--- src/rtl/lsu_ctrl.sv ---
// Load/store control: one request at a time, fault screening on accept,
// a LATENCY-stretched data-memory access and a held response.
module lsu_ctrl #(
    parameter logic [31:0] MEM_BASE  = 32'h0000_0000,
    parameter int unsigned MEM_BYTES = 4096,
    parameter int unsigned LATENCY   = 0
) (
    input  logic        clk,
    input  logic        rst,
    input  logic        req_valid,
    output logic        req_ready,
    input  logic [31:0] req_addr,
    input  logic [31:0] req_wdata,
    input  logic        req_we,
    input  logic [2:0]  req_funct3,
    output logic        rsp_valid,
    input  logic        rsp_ready,
    output logic [31:0] rsp_rdata,
    output logic        rsp_misalign,
    output logic        rsp_access_err,
    output logic [31:0] mem_addr,
    output logic [31:0] mem_wdata,
    output logic        mem_write,
    output logic        mem_read,
    output logic [2:0]  mem_funct3,
    input  logic [31:0] mem_rdata
);

    typedef enum logic [1:0] {IDLE = 2'd0, ACCESS = 2'd1, RESP = 2'd2} state_t;

    typedef struct packed {
        logic [31:0] off;
        logic [31:0] wdata;
        logic        we;
        logic [2:0]  funct3;
    } req_t;

    state_t      state, state_nxt;
    req_t        cap;
    logic [3:0]  cnt;
    logic        f3_legal, misalign, range_err, fault, accept;
    logic [32:0] offset33, size33, end33;

    // Fault screening runs on the incoming request, not the captured copy.
    always_comb begin
        if (req_we)
            f3_legal = req_funct3 inside {3'b000, 3'b001, 3'b010};
        else
            f3_legal = req_funct3 inside {3'b000, 3'b001, 3'b010, 3'b100, 3'b101};
        case (req_funct3[1:0])
            2'b00:   size33 = 33'd1;
            2'b01:   size33 = 33'd2;
            default: size33 = 33'd4;
        endcase
        misalign = f3_legal &&
                   ((req_funct3[1:0] == 2'b01 && req_addr[0]) ||
                    (req_funct3[1:0] == 2'b10 && req_addr[1:0] != 2'b00));
        offset33  = {1'b0, req_addr} - {1'b0, MEM_BASE};
        end33     = offset33 + size33;
        range_err = f3_legal && !misalign &&
                    ((req_addr < MEM_BASE) || (end33 > 33'(MEM_BYTES)));
        fault     = !f3_legal || misalign || range_err;
        accept    = req_valid && (state == IDLE);
    end

    always_ff @(posedge clk or posedge rst) begin
        if (rst) state <= IDLE;
        else     state <= state_nxt;
    end

    always_comb begin
        state_nxt = state;
        case (state)
            IDLE:    if (accept) state_nxt = fault ? RESP : ACCESS;
            ACCESS:  if (cnt == 4'd0) state_nxt = RESP;
            RESP:    if (rsp_ready) state_nxt = IDLE;
            default: state_nxt = IDLE;
        endcase
    end

    always_comb begin
        req_ready  = (state == IDLE);
        rsp_valid  = (state == RESP);
        mem_read   = (state == ACCESS) && !cap.we;
        mem_write  = (state == ACCESS) && cap.we && (cnt == 4'd0);
        mem_addr   = cap.off;
        mem_wdata  = cap.wdata;
        mem_funct3 = cap.funct3;
    end

    always_ff @(posedge clk or posedge rst) begin
        if (rst) begin
            cap            <= '0;
            cnt            <= 4'd0;
            rsp_rdata      <= 32'd0;
            rsp_misalign   <= 1'b0;
            rsp_access_err <= 1'b0;
        end else begin
            case (state)
                IDLE: if (accept) begin
                    cap            <= '{off: offset33[31:0], wdata: req_wdata,
                                        we: req_we, funct3: req_funct3};
                    cnt            <= fault ? 4'd0 : 4'(LATENCY);
                    rsp_rdata      <= 32'd0;
                    rsp_misalign   <= misalign;
                    rsp_access_err <= !f3_legal || range_err;
                end
                ACCESS: begin
                    if (cnt != 4'd0) cnt <= cnt - 4'd1;
                    else             rsp_rdata <= cap.we ? 32'd0 : mem_rdata;
                end
                RESP: if (rsp_ready) begin
                    rsp_rdata      <= 32'd0;
                    rsp_misalign   <= 1'b0;
                    rsp_access_err <= 1'b0;
                end
                default: ;
            endcase
        end
    end

endmodule

--- config.mk ---
export PLATFORM = sky130hd
export DESIGN_NAME = lsu_ctrl
export DESIGN_NICKNAME = d
export VERILOG_FILES = /design/src/rtl/lsu_ctrl.sv
export SDC_FILE = /design/constraint.sdc
export NUM_CORES = 1
export LEC_CHECK = 0
export CAP_MARGIN = 5
export CORE_ASPECT_RATIO = 0.6
export CORE_MARGIN = 2
export CORE_UTILIZATION = 69
export DETAILED_ROUTE_END_ITERATION = 7
export DONT_BUFFER_PORTS = 1
export GPL_TIMING_DRIVEN = 0
export PLACE_DENSITY = 0.93
export SETUP_SLACK_MARGIN = 0.02
export SLEW_MARGIN = 20
export SYNTH_ARGS = -nofsm -noshare
export SYNTH_HDL_FRONTEND = slang
export SYNTH_SLANG_ARGS = --single-unit
--- constraint.sdc ---
create_clock -name clk -period 5.9 [get_ports clk]
set_input_delay 1.475 -clock clk [delete_from_list [all_inputs] [get_ports clk]]
set_output_delay 1.475 -clock clk [all_outputs]
set_load 0.02 [all_outputs]
* After elaboration in Yosys (flattened, before gate mapping) *
Cells that the tools add are included.

storage, ports and cells
  input bits = 104
  word-level logic and storage cells = 79
  output and inout bits = 105
  register bits after elaboration = 108

cells by class
  $lt $le $gt $ge = 2
  $add $sub $neg = 2
  reductions and logical operators = 33
  equality and inequality tests = 13
  mux-type cells = 20

operators with widths
  cell                                                                                number
  32-bit 2-to-1 mux                                                                   4
  32-bit one-hot mux with 3 select lines                                              1
  32-bit by 33-bit adder with 33-bit output                                           1
  33-bit by 13-bit greater-than comparator with 1-bit output (second input constant)  1
  32-bit by 1-bit < comparator with 1-bit output (second input constant)              1
  1-bit logical AND                                                                   9
  3-bit AND reduction                                                                 3
  2-bit 2-to-1 mux                                                                    4
  4-bit 2-to-1 mux                                                                    2
  4-bit one-hot mux with 2 select lines                                               1
  3-bit equality test (second input constant)                                         2
  2-bit by 1-bit inequality test with 1-bit output (second input constant)            3
  2-bit one-hot mux with 3 select lines                                               1
  3-bit one-hot mux with 2 select lines                                               1
  2-bit nonzero test                                                                  3
  3-bit nonzero test                                                                  2
  1-bit logical OR                                                                    5
  5-bit nonzero test                                                                  1
  2-bit by 1-bit equality test with 1-bit output (second input constant)              2
  2-bit equality test (second input constant)                                         2
  2-bit zero test                                                                     2
  4-bit zero test                                                                     1
  1-bit 2-to-1 mux                                                                    4
  2-bit inequality test (second input constant)                                       2
  9 further kinds                                                                     12

* Longest topological paths before layout *
Gate-level depths: netlist of run 1.

  depth in word-level cells = 11
  gate-level depth with buffers = 11
  gate-level depth less buffers = 11

* Least setup slack after synthesis of run 1 *
No wires, ideal clock.

  kind = input -> register
  from = input req_funct3[0]
  to = register rsp_access_err
  setup slack = 2171 ps
  setup time = 122 ps
  required time = 5778 ps
  data arrival time = 3607 ps
  stages = 10
  path buffers = 0
  cell sequence = nor2b_1 > ha_1 > a211oi_2 > nor2_1 > and2_1 > a211oi_1 > o21ai_2 > nor4_1 > nand2_1 > a32o_1

between the ends
  longest elaborated chain between the ends = 10
  elaborated cells between the ends (all ways) = 26
  those cells by class = add/sub (1); order compare (1); eq/ne (6); mux (4); reduce/logical (14)

RTL lines
  item                                                                               line  text
  start: declaration                                                                 15    input logic [2:0] req_funct3,
  branches (longest 7 deep; another with 32-bit by 33-bit adder with 33-bit output)  -
  1-bit logical OR (*)                                                               106   rsp_access_err <= !f3_legal || range_err;
  1-bit 2-to-1 mux (*)                                                               100   IDLE: if (accept) begin
  1-bit one-hot mux with 2 select lines (*)                                          99    case (state)
  end signal: assignment                                                             106
  end: declaration                                                                   20    output logic rsp_access_err,

Mark *: on every way between the ends. The select of a mux whose other input is x is not followed.
A chain may end at the register's enable or synchronous reset.

* Worst setup path after layout of run 1 *
  from = input req_funct3[0]
  to = register state[1]

between the ends
  longest elaborated chain between the ends = 11
  elaborated cells between the ends (all ways) = 28
  those cells by class = add/sub (1); order compare (1); eq/ne (6); mux (5); reduce/logical (15)

RTL lines
  item                                                                               line  text
  branches (longest 7 deep; another with 32-bit by 33-bit adder with 33-bit output)  -
  1-bit logical OR (*)                                                               62    fault = !f3_legal || misalign || range_err;
  2-bit 2-to-1 mux (*) (2 in series)                                                 74    IDLE: if (accept) state_nxt = fault ? RESP : ACCESS;
  2-bit one-hot mux with 3 select lines (*)                                          73    case (state)
  end signal: assignment                                                             68    else state <= state_nxt;
  end: declaration                                                                   38    state_t state, state_nxt;

Marks and branches as above.

==> impl_results.md, run 1 <==
* Status: completed
* Total power at around 2.9 mW
* Max Cap Viol at 0
* Rows at 25
* WP data required at 6.10 ns
* Hold buffer count at CTS at 0
* CP max-delay cell: a211oi_2
* Syn Inst Count at roughly 670
* Synth Area in Compound Gates at ~7.9%
* CTS tree: yes
* Clock Tree Root: clkbuf_16
* P per Cell Area at ~480 nW/um^2
* Tot GR Track Use at between 20% and 30%
* Final std cells w/o fill at 790
* Sw frac at between 30 and 40%
* Area leader, netlist: dfrtp_1
* Mapped Area at 5550 sq um
* Startpoint Class: primary input
* Placed Cells incl. Taps at 775
* Final HPWL DP at 10.2 mm
* Synth Area per Inst at around 8.3 sq um
* Adder-cell share of the synthesized area at 1.49%
* Pint at around 1.7 mW
* Largest delay share family, worst path: simple AND/OR/NAND/NOR gates
* FILL cells at roughly 560
* DRC Markers at 0
* Top cells by area, synth: dfrtp_1, nand2_1, buf_4
* Synth warnings at 0
* Clk Latency, worst-skew pair at around 0.33 ns
* Bufs on Longest Clock Path at 2
* Crit-path max FO at 9
* Final Net Count at 788
* Post-synth EDFFs at 0
* Ys async rst share at 100%
* Cts repair resizes at 0
* Die ar. at 8800 sq um
* Critical path depth at 10
* Slowest stage delay, CP at 0.43 ns
* First-pass DRT Iterations at 5
* Boundary pin count at ~210
* Final setup skew at roughly 0.0053 ns
* LEAKAGE at about 3 nW
* Total CTS buffers at 9
* CP arrival at 4.10 ns
* Post-route minimum period at 3.90 ns
* Final setup vio count at 0
* Hold Crit Depth at 2
* Synth Area in Simple Gates at 27.4%
* Period Utilization, post-route at roughly two thirds
* Seq/Total Area, Yosys at roughly half
* Core ar. at between 7000 and 8000 sq um
* Pin count of the biggest net entering global routing at 67
* NetSw at roughly 1.1 mW
* Yosys cell types at 50
* TritonCTS sink count at about 110
* Total number of vias at roughly 4500
* Fin Setup TNS at 0 ns
* DR WL/cell at 16.6 um
* Class of the worst hold path: reg2reg
* Area delta synth->final at 8.47%
* Share of layout cells above drive strength 1 at 13.6%
* Routed Antenna Nets at 0
* Fin util at 76.7%
* Mux contribution to synthesized area at less than 1%
* Commonest cells post-synth: nand2_1, dfrtp_1, buf_4
* Drt total wl at approximately 13 mm
* Clk slew on worst S/H paths at approximately 0.070 ns
* Peak VDD IR at about 350 uV
* # diodes at 0
* Most frequent cell after synthesis: nand2_1
* DR iter-0 viols at 292
* Fmax at 256 MHz
* Slew @ Worst Pin at between 0.7 and 0.8 ns
* Congestion Overflow GR at 0
* Combinational family with the most area after synthesis: simple AND/OR/NAND/NOR gates
* GP Congestion at roughly 0.9
* WS Path Type: in2reg
* Initial core utilization at a little over two thirds
* Seq pwr share at 38.9%
* Die Wd at around 120 um
* Crit path buffers/inverters at 0
* Reg2reg path depth at 9
* Syn Nets at 776
* Commonest register cell after synthesis: dfrtp_1
* Post-synth top area share at about half
* Worst path cell trace: nor2b_1 -> ha_1 -> a211oi_2 -> nor2_1 -> and2_1 -> a211oi_1 -> o21ai_2 -> nor4_1 -> and4_1 -> o22ai_2
* RSZ-0062 raised after global routing: false
* Number of global-route vias before repair at between 4000 and 5000
* Final Max Slew Viols at 0
* Critical Path Sink Type: flip-flop
* Slew Limit Headroom at between 50% and 60%
* First-pass GRT wire length at slightly above 20 mm
* Die Height at around 73 um
* Initial antenna violation count at 0
* Post-synthesis xor/xnor area fraction at between 1.5 and 2%
* H-tree depth at 3
* Clock power frac at about a fifth
* Logic pwr share at roughly two fifths
* Final hold violations at 0
* DR vias/cell at 5.69
* Flops & latches, synth at about 110
* Setup bufs post-CTS at 0
* Port buffer count at 0
-- worst reg2reg max path: stages, from the launching register on --
cell,delay [ns]
dfrtp_1,0.38
inv_1,0.08
ha_1,0.19
nor3b_1,0.17
mux2i_1,0.16
nor2_1,0.05
a21oi_1,0.56
clkbuf_1,0.40
nand2_1,0.11
o21ai_0,0.09
-- area by class of cell --
type	instances	area [sq um]	area share, %
Tap cell	108	135	2.24
Inverter	6	27.5	0.457
Multi-Input combinational cell	452	2200	36.5
Clock inverter	3	46.3	0.769
Buffer	100	627	10.4
Timing Repair Buffer	1	27.5	0.457
Clock buffer	12	256	4.26
Sequential cell	108	2700	44.9
-- power groups by stage --
stage / Sequential [mW] / Combinational [mW] / Clock (mW)
2_1_floorplan: 1.08 / 0.993 / 0
3_3_place_gp: 1.11 / 1.10 / 0
3_5_place_dp: 1.12 / 1.15 / 0
4_1_cts: 1.11 / 1.15 / 0.616
5_1_grt: 1.14 / 1.24 / 0.645
6_report: 1.11 / 1.14 / 0.609
-- sequential cells by signal (all words and copies together), names as in the netlist --
signal          flops
mem_wdata          32
mem_funct3          3
state               2
rsp_access_err      1
rsp_rdata          32
cnt                 4
cap                 1
mem_addr           32
rsp_misalign        1
-- worst paths after layout --
check	startpoint	to	slack (ns)
max in group asynchronous	rst	rsp_rdata[22]	4.27
worst max register to register	cnt[0]	rsp_rdata[1]	3.63
worst min-delay path	mem_addr[5]	mem_addr[5]	0.48
worst min register to register	mem_addr[5]	mem_addr[5]	0.48
worst max-delay path	req_funct3[0]	state[1]	2.00
min in group asynchronous	rst	mem_addr[4]	1.00
-- logic make-up after synthesis --
kind of cell	count (synthesis)
simple gates	357
buf+inv	106
flops	108
compound gates	72
xor+xnor	12
fa+ha+maj	6
mux	5
-- metal layers --
| metal | up-vias | share of wire, % | GRT usage (%) |
|---|---|---|---|
| met2 | 198 | 47 | 47.6 |
| met1 | 2149 | 44 | 41.1 |
| met4 | 0 | 1.6 | 7.84 |
| met3 | 24 | 7.9 | 7.07 |
| li1 | 2122 | - | - |
| met5 | - | 0 | 0 |
-- per-stage QoR --
| step | hold WS [ns] | worst slack (ns) | area [sq um] |
|---|---|---|---|
| 5_1_grt | 0.495 | 1.78 | 6020 |
| 4_1_cts | 0.481 | 2.05 | 6020 |
| 6_report | 0.481 | 2.00 | 6020 |
| 3_5_place_dp | 0.463 | 1.71 | 5720 |
| 3_3_place_gp | 0.458 | 0.672 | 5690 |
| 2_1_floorplan | 0.447 | 1.58 | 5550 |
-- placed cells by master, fill, tap and decap left out, types with 2 or more instances in the layout --
master and count:
o21ai_0 37, and2_1 3, nand2_1 278, clkbuf_16 9, nand3_1 12, clkbuf_8 2, a31oi_1 4, inv_1 5
a22o_1 2, buf_4 67, nand4_1 11, nor3b_1 2, or3_1 3, o22ai_1 2, xnor2_1 6, dfrtp_1 108
nor2b_1 3, o31ai_1 3, a21o_1 2, nor4_1 7, ha_1 5, xor2_1 6, o21ai_1 3, and3_1 4
clkbuf_1 34, nor3_1 7, a21oi_1 6, a211oi_1 2, mux2i_1 4, nor2_1 17, and4_1 2
Power figures use the tool's default switching activity.
==> run 2: changes to the inputs <==
--- a/config.mk
+++ b/config.mk
@@ -8,11 +8,11 @@
 export CAP_MARGIN = 5
 export CORE_ASPECT_RATIO = 0.6
 export CORE_MARGIN = 2
-export CORE_UTILIZATION = 69
+export CORE_UTILIZATION = 57
 export DETAILED_ROUTE_END_ITERATION = 7
 export DONT_BUFFER_PORTS = 1
 export GPL_TIMING_DRIVEN = 0
-export PLACE_DENSITY = 0.93
+export PLACE_DENSITY = 0.83
 export SETUP_SLACK_MARGIN = 0.02
 export SLEW_MARGIN = 20
 export SYNTH_ARGS = -nofsm -noshare
==> constraint.sdc (replaced) <==
create_clock -name clk -period 3.55 [get_ports clk]
set_input_delay 0.8875 -clock clk [delete_from_list [all_inputs] [get_ports clk]]
set_output_delay 0.8875 -clock clk [all_outputs]
set_load 0.02 [all_outputs]
==> impl_results.md, run 2 (synthesis gave the netlist of run 1 again) <==
* Status: completed
* Most common cell after layout, fill and taps aside: nand2_1
* NetSw at 1.87 mW
* Fin util at about two thirds
* Seq pwr share at around two fifths
* Class of the worst hold path: reg2reg
* Busiest grt layer: met2
* Period Utilization, post-route at 92.9%
* Drt total wl at between 10 and 15 mm
* Cts repair resizes at 0
* Most frequent cells in the layout: nand2_1, dfrtp_1, buf_4
* DR WL/cell at between 15 and 20 um
* Met2 Use GR at 40.8%
* Pin count of the biggest net entering global routing at 36
* Slowest stage delay, CP at slightly below 0.6 ns
* Clk slew on worst S/H paths at roughly 0.070 ns
* Post-route minimum period at ~3.3 ns
* GP Congestion at 0.902
* Final Net Count at 790
* Reg2reg path depth at 9
* Final hold violations at 0
* Critical R2R Launch: cnt[0]
* Routed Antenna Nets at 0
* Dpl ws at -0.0371 ns
* Critical Path Sink Type: flip-flop
* LEAKAGE at 2.95 nW
* DR iter-0 viols at between 200 and 300
* Max Cap Viol at 0
* Die ar. at approximately 11000 sq um
* Startpoint Class: primary input
* Worst reg2reg path endpoint: rsp_rdata[14]
* Final setup vio count at 0
* Total CTS buffers at 9
* Sw frac at about two fifths
* GR Util met1 at between 30% and 40%
* Boundary pin count at 209
* CP max-delay cell: a21oi_1
* P per Cell Area at ~800 nW/um^2
* Share of layout cells above drive strength 1 at between 10% and 20%
* Final Max Slew Viols at 0
* First-pass GRT wire length at 21.2 mm
* First-pass DRT Iterations at 5
* GRT met3 Usage at under 10%
* WP data required at between 3 and 4 ns
* RSZ-0062 raised after global routing: false
* Clock Tree Root: clkbuf_16
* Hold buffer count at CTS at 0
* DR vias/cell at 5.45
* CTS tree: yes
* WS Path Type: in2reg
* Clk Latency, worst-skew pair at 0.33 ns
* Initial antenna violation count at 0
* Final setup skew at around 0.0055 ns
* Final HPWL DP at 10.5 mm
* Tot GR Track Use at approximately a quarter
* DRC Markers at 0
* Rows at 27
* Slew Limit Headroom at a little under three fifths
* Die Wd at between 100 and 150 um
* H-tree depth at 3
* Peak VDD IR at 451 uV
* Number of global-route vias before repair at between 4000 and 5000
* CP arrival at between 3 and 4 ns
* Initial core utilization at about 60%
* Clock power frac at 21.2%
* Hold Crit Depth at 2
* Fmax at roughly 300 MHz
* Die Height at between 80 and 90 um
* Pint at roughly 2.9 mW
* Core ar. at 9320 sq um
* Logic pwr share at ~40%
* # diodes at 0
* Total number of vias at ~4400
* Bufs on Longest Clock Path at 2
* Port buffer count at 0
* Worst R2R Setup Slack at 1.29 ns
* Worst hold path endpoint: mem_addr[2]
* Congestion Overflow GR at 0
* Worst Setup Slack, final at around 0.25 ns
* Crit path top cell by count: nand2_1
* Setup bufs post-CTS at 0
* Area delta synth->final at 9.62%
* Slew @ Worst Pin at about 0.66 ns
* Worst path cell trace: nor2_1 -> ha_1 -> fa_1 -> a21oi_1 -> mux2_1 -> nand2_1 -> mux2i_1 -> a31oi_1 -> nor4_1 -> nand2_1 -> a32o_1
* Crit-path max FO at 8
* TritonCTS sink count at approximately 110
* Hold_sp: mem_addr[2]
[run 2: changes by cell type in the layout (fill, tap and decap cells not counted), sizes merged]
| cell | change |
|---|---|
| buf | +2 |
| inv | +1 |
| clkinvlp | +1 |
| clkinv | +1 |
| clkbuf | -2 |
[run 2: worst max-delay path by stage]
| stage | from | depth (start not counted) | end | slack [ns] |
|---|---|---|---|---|
| finish | req_funct3[0] | 11 | rsp_access_err | 0.25 |
| global route | req_funct3[0] | 10 | rsp_access_err | 0.03 |
| CTS | req_funct3[0] | 11 | rsp_access_err | 0.31 |
| global placement | req_funct3[0] | 10 | rsp_access_err | 0.01 |
| detailed placement | req_funct3[0] | 11 | rsp_access_err | -0.04 |
| floorplan | req_funct3[0] | 10 | rsp_access_err | 0.41 |
[run 2: layout make-up]
class	count	area, sq um
clock buffer	10	229
multi-input combinational	452	2200
tap	130	163
sequential	108	2700
inverter	6	26.3
fill	791	3240
timing repair buffer	3	67.6
clock inverter	6	71.3
buffer	100	627
[run 2: power groups by stage]
stage          clock [mW]  combinational (mW)  sequential, mW
2_1_floorplan           0                1.65            1.79
3_3_place_gp            0                1.84            1.84
3_5_place_dp            0                1.91            1.86
4_1_cts              1.03                1.91            1.84
5_1_grt              1.08                2.07            1.89
6_report             1.01                1.90            1.84
[run 2: through the flow]
stage / std cells / hold slack (ns) / setup TNS, ns / area [sq um] / total power [mW]
final: 815 / 0.477 / 0 / 6090 / 4.75
after CTS: 815 / 0.480 / 0 / 6090 / 4.78
after floorplan: 666 / 0.447 / 0 / 5560 / 3.44
after global placement: 796 / 0.458 / 0 / 5720 / 3.68
after detailed placement: 799 / 0.463 / -0.0371 / 5790 / 3.77
after global routing: 815 / 0.503 / 0 / 6090 / 5.03
[run 2: layer usage]
metal | up-vias | part of all wire (%) | wire length (um)
met5 | - | 0 | 0
met4 | 0 | 0.68 | 91
met3 | 11 | 9.2 | 1230
met2 | 212 | 46 | 6210
met1 | 2075 | 44 | 5880
li1 | 2141 | - | -
[run 2: critical path, delay by kind of cell]
| kind | cells | cell delay, ns |
|---|---|---|
| compound gates | 3 | 1.00 |
| fa+ha+maj | 2 | 0.63 |
| simple gates | 4 | 0.60 |
| mux | 2 | 0.41 |
==> run 3: changes to the inputs <==
--- a/config.mk
+++ b/config.mk
@@ -13,6 +13,7 @@
 export DONT_BUFFER_PORTS = 1
 export GPL_TIMING_DRIVEN = 0
 export PLACE_DENSITY = 0.83
+export REMOVE_ABC_BUFFERS = 1
 export SETUP_SLACK_MARGIN = 0.02
 export SLEW_MARGIN = 20
 export SYNTH_ARGS = -nofsm -noshare
==> impl_results.md, run 3 (synthesis gave the netlist of run 1 again) <==
* Most frequent cells in the layout: nand2_1, dfrtp_1, o21ai_0
* Critical Path Sink Type: flip-flop
* Final hold violations at 0
* Max Cap Viol at 0
* Placed cell area at roughly 5200 sq um
* CP max-delay cell: nor4_1
* Die Wd at about 130 um
* Port buffer count at 0
* CTS tree: yes
* Core ar. at around 9300 sq um
* Dpl ws at -0.110 ns
* # diodes at 0
* Fmax at roughly 300 MHz
* Rows at 27
* Initial core utilization at approximately three fifths
* P per Cell Area at 764 nW/um^2
* Worst Setup Slack, final at ~0.28 ns
* Clk slew on worst S/H paths at approximately 0.07 ns
* Post-route minimum period at ~3.3 ns
* Final Net Count at roughly 700
* Most common cell after layout, fill and taps aside: nand2_1
* DR vias/cell at around 5.7
* Initial antenna violation count at 0
* LEAKAGE at 2.63 nW
* Peak VDD IR at around 490 uV
* Final Max Slew Viols at 0
* DRC Markers at 0
* DR iter-0 viols at 310
* Die ar. at 10600 sq um
* TritonCTS sink count at around 110
* Slowest stage delay, CP at about 0.44 ns
* Drt total wl at 12.9 mm
* Die Height at ~80 um
* First-pass DRT Iterations at 6
* DR WL/cell at between 15 and 20 um
* Final HPWL DP at 9.72 mm
* Critical R2R Launch: cnt[0]
* Bufs on Longest Clock Path at 2
* WP data required at approximately 3.8 ns
* WS Path Type: in2reg
* Clock Tree Root: clkbuf_16
* Total CTS buffers at 9
* Reg2reg path depth at 8
* Final setup skew at slightly below 0.01 ns
* FILL cells at 792
* Worst R2R Setup Slack at between 1 and 1.5 ns
* Number of global-route vias before repair at just over 4000
* Class of the worst hold path: in2async
* Worst path cell trace: nor2b_1 -> ha_1 -> a211oi_2 -> nor2_1 -> and2_1 -> nand4_1 -> xnor2_1 -> nor4_1 -> nand2_1 -> a32o_1
* Status: completed
* Worst reg2reg path endpoint: rsp_rdata[20]
* Startpoint Class: primary input
* Worst hold slack at between 0.4 and 0.5 ns
* Largest delay share family, worst path: simple AND/OR/NAND/NOR gates
* First-pass GRT wire length at between 20 and 25 mm
* Clk Latency, worst-skew pair at 0.34 ns
* Post-route cell area at around 5600 sq um
* Slew @ Worst Pin at approximately 0.88 ns
* GP Congestion at slightly above 0.9
* Crit path buffers/inverters at 0
* Boundary pin count at ~210
* Period Utilization, post-route at between 90 and 100%
* H-tree depth at 3
* Slew Limit Headroom at 41.4%
* Share of layout cells above drive strength 1 at around 6.6%
* Routed Antenna Nets at 0
* Tot GR Track Use at 24.3%
* Crit-path max FO at 9
* Congestion Overflow GR at 0
* Pin count of the biggest net entering global routing at 68
* Area delta synth->final at 0.113%
* RSZ-0062 raised after global routing: false
* Total number of vias at between 4000 and 5000
* Final setup vio count at 0
* CP arrival at 3.49 ns
run 3: area by class of cell:
type	count	area [sq um]	share of cell area, %
Clock inverter	7	91.3	1.64
Timing Repair Buffer	8	116	2.09
Clock buffer	9	225	4.05
Inverter	6	27.5	0.495
Sequential cell	108	2700	48.6
Tap cell	130	163	2.93
Multi-Input combinational cell	452	2230	40.2
run 3: metrics by stage:
stage,std cells,setup TNS (ns),utilization (%),power [mW]
after floorplan,566,-116.66,-,2.90
after global placement,696,-369.48,54.6,3.11
after detailed placement,704,-0.200,56.2,3.23
after CTS,720,0,59.6,4.29
after global routing,720,0,59.6,4.51
final,720,0,59.6,4.25
run 3: repair_timing:
action / in CTS / in global routing
setup endpoints to repair: 0 / 1
gates resized for setup: 0 / 1
hold buffers: 0 / 0
setup buffers: 0 / 0
run 3: how the worst max path moves through the flow:
stage,start,endpoint,slack (ns),cells past startpoint
final,req_funct3[0],rsp_access_err,0.28,10
after global routing,req_funct3[0],rsp_access_err,0.12,10
after CTS,req_funct3[0],rsp_access_err,0.24,10
after detailed placement,req_funct3[0],rsp_access_err,-0.11,10
after global placement,req_valid,rsp_access_err,-4.10,3
after floorplan,req_valid,rsp_access_err,-1.94,3
run 3: routing by layer:
metal | up-vias | GRT usage, % | wire [um]
met4 | 0 | 6.30 | 133
li1 | 1931 | - | -
met2 | 211 | 40.6 | 6220
met3 | 15 | 7.64 | 1090
met1 | 1928 | 31.2 | 5450
met5 | - | 0 | 0
run 3: power by group:
group / internal, mW / total, mW / switching (mW)
logic: 0.292 / 0.822 / 0.530
clock network: 0.566 / 1.04 / 0.476
registers: 1.61 / 2.38 / 0.775
total: 2.47 / 4.25 / 1.78
run 3: worst reg2reg max path: cells and delay by family, from the launching register on:
kind,cells,cell delay (ns)
DFF,1,0.42
adders and majority gates,1,0.14
and+or+nand+nor,2,0.60
AOI/OAI and AO/OA,2,0.38
muxes,1,0.14
buffers and inverters,2,0.36
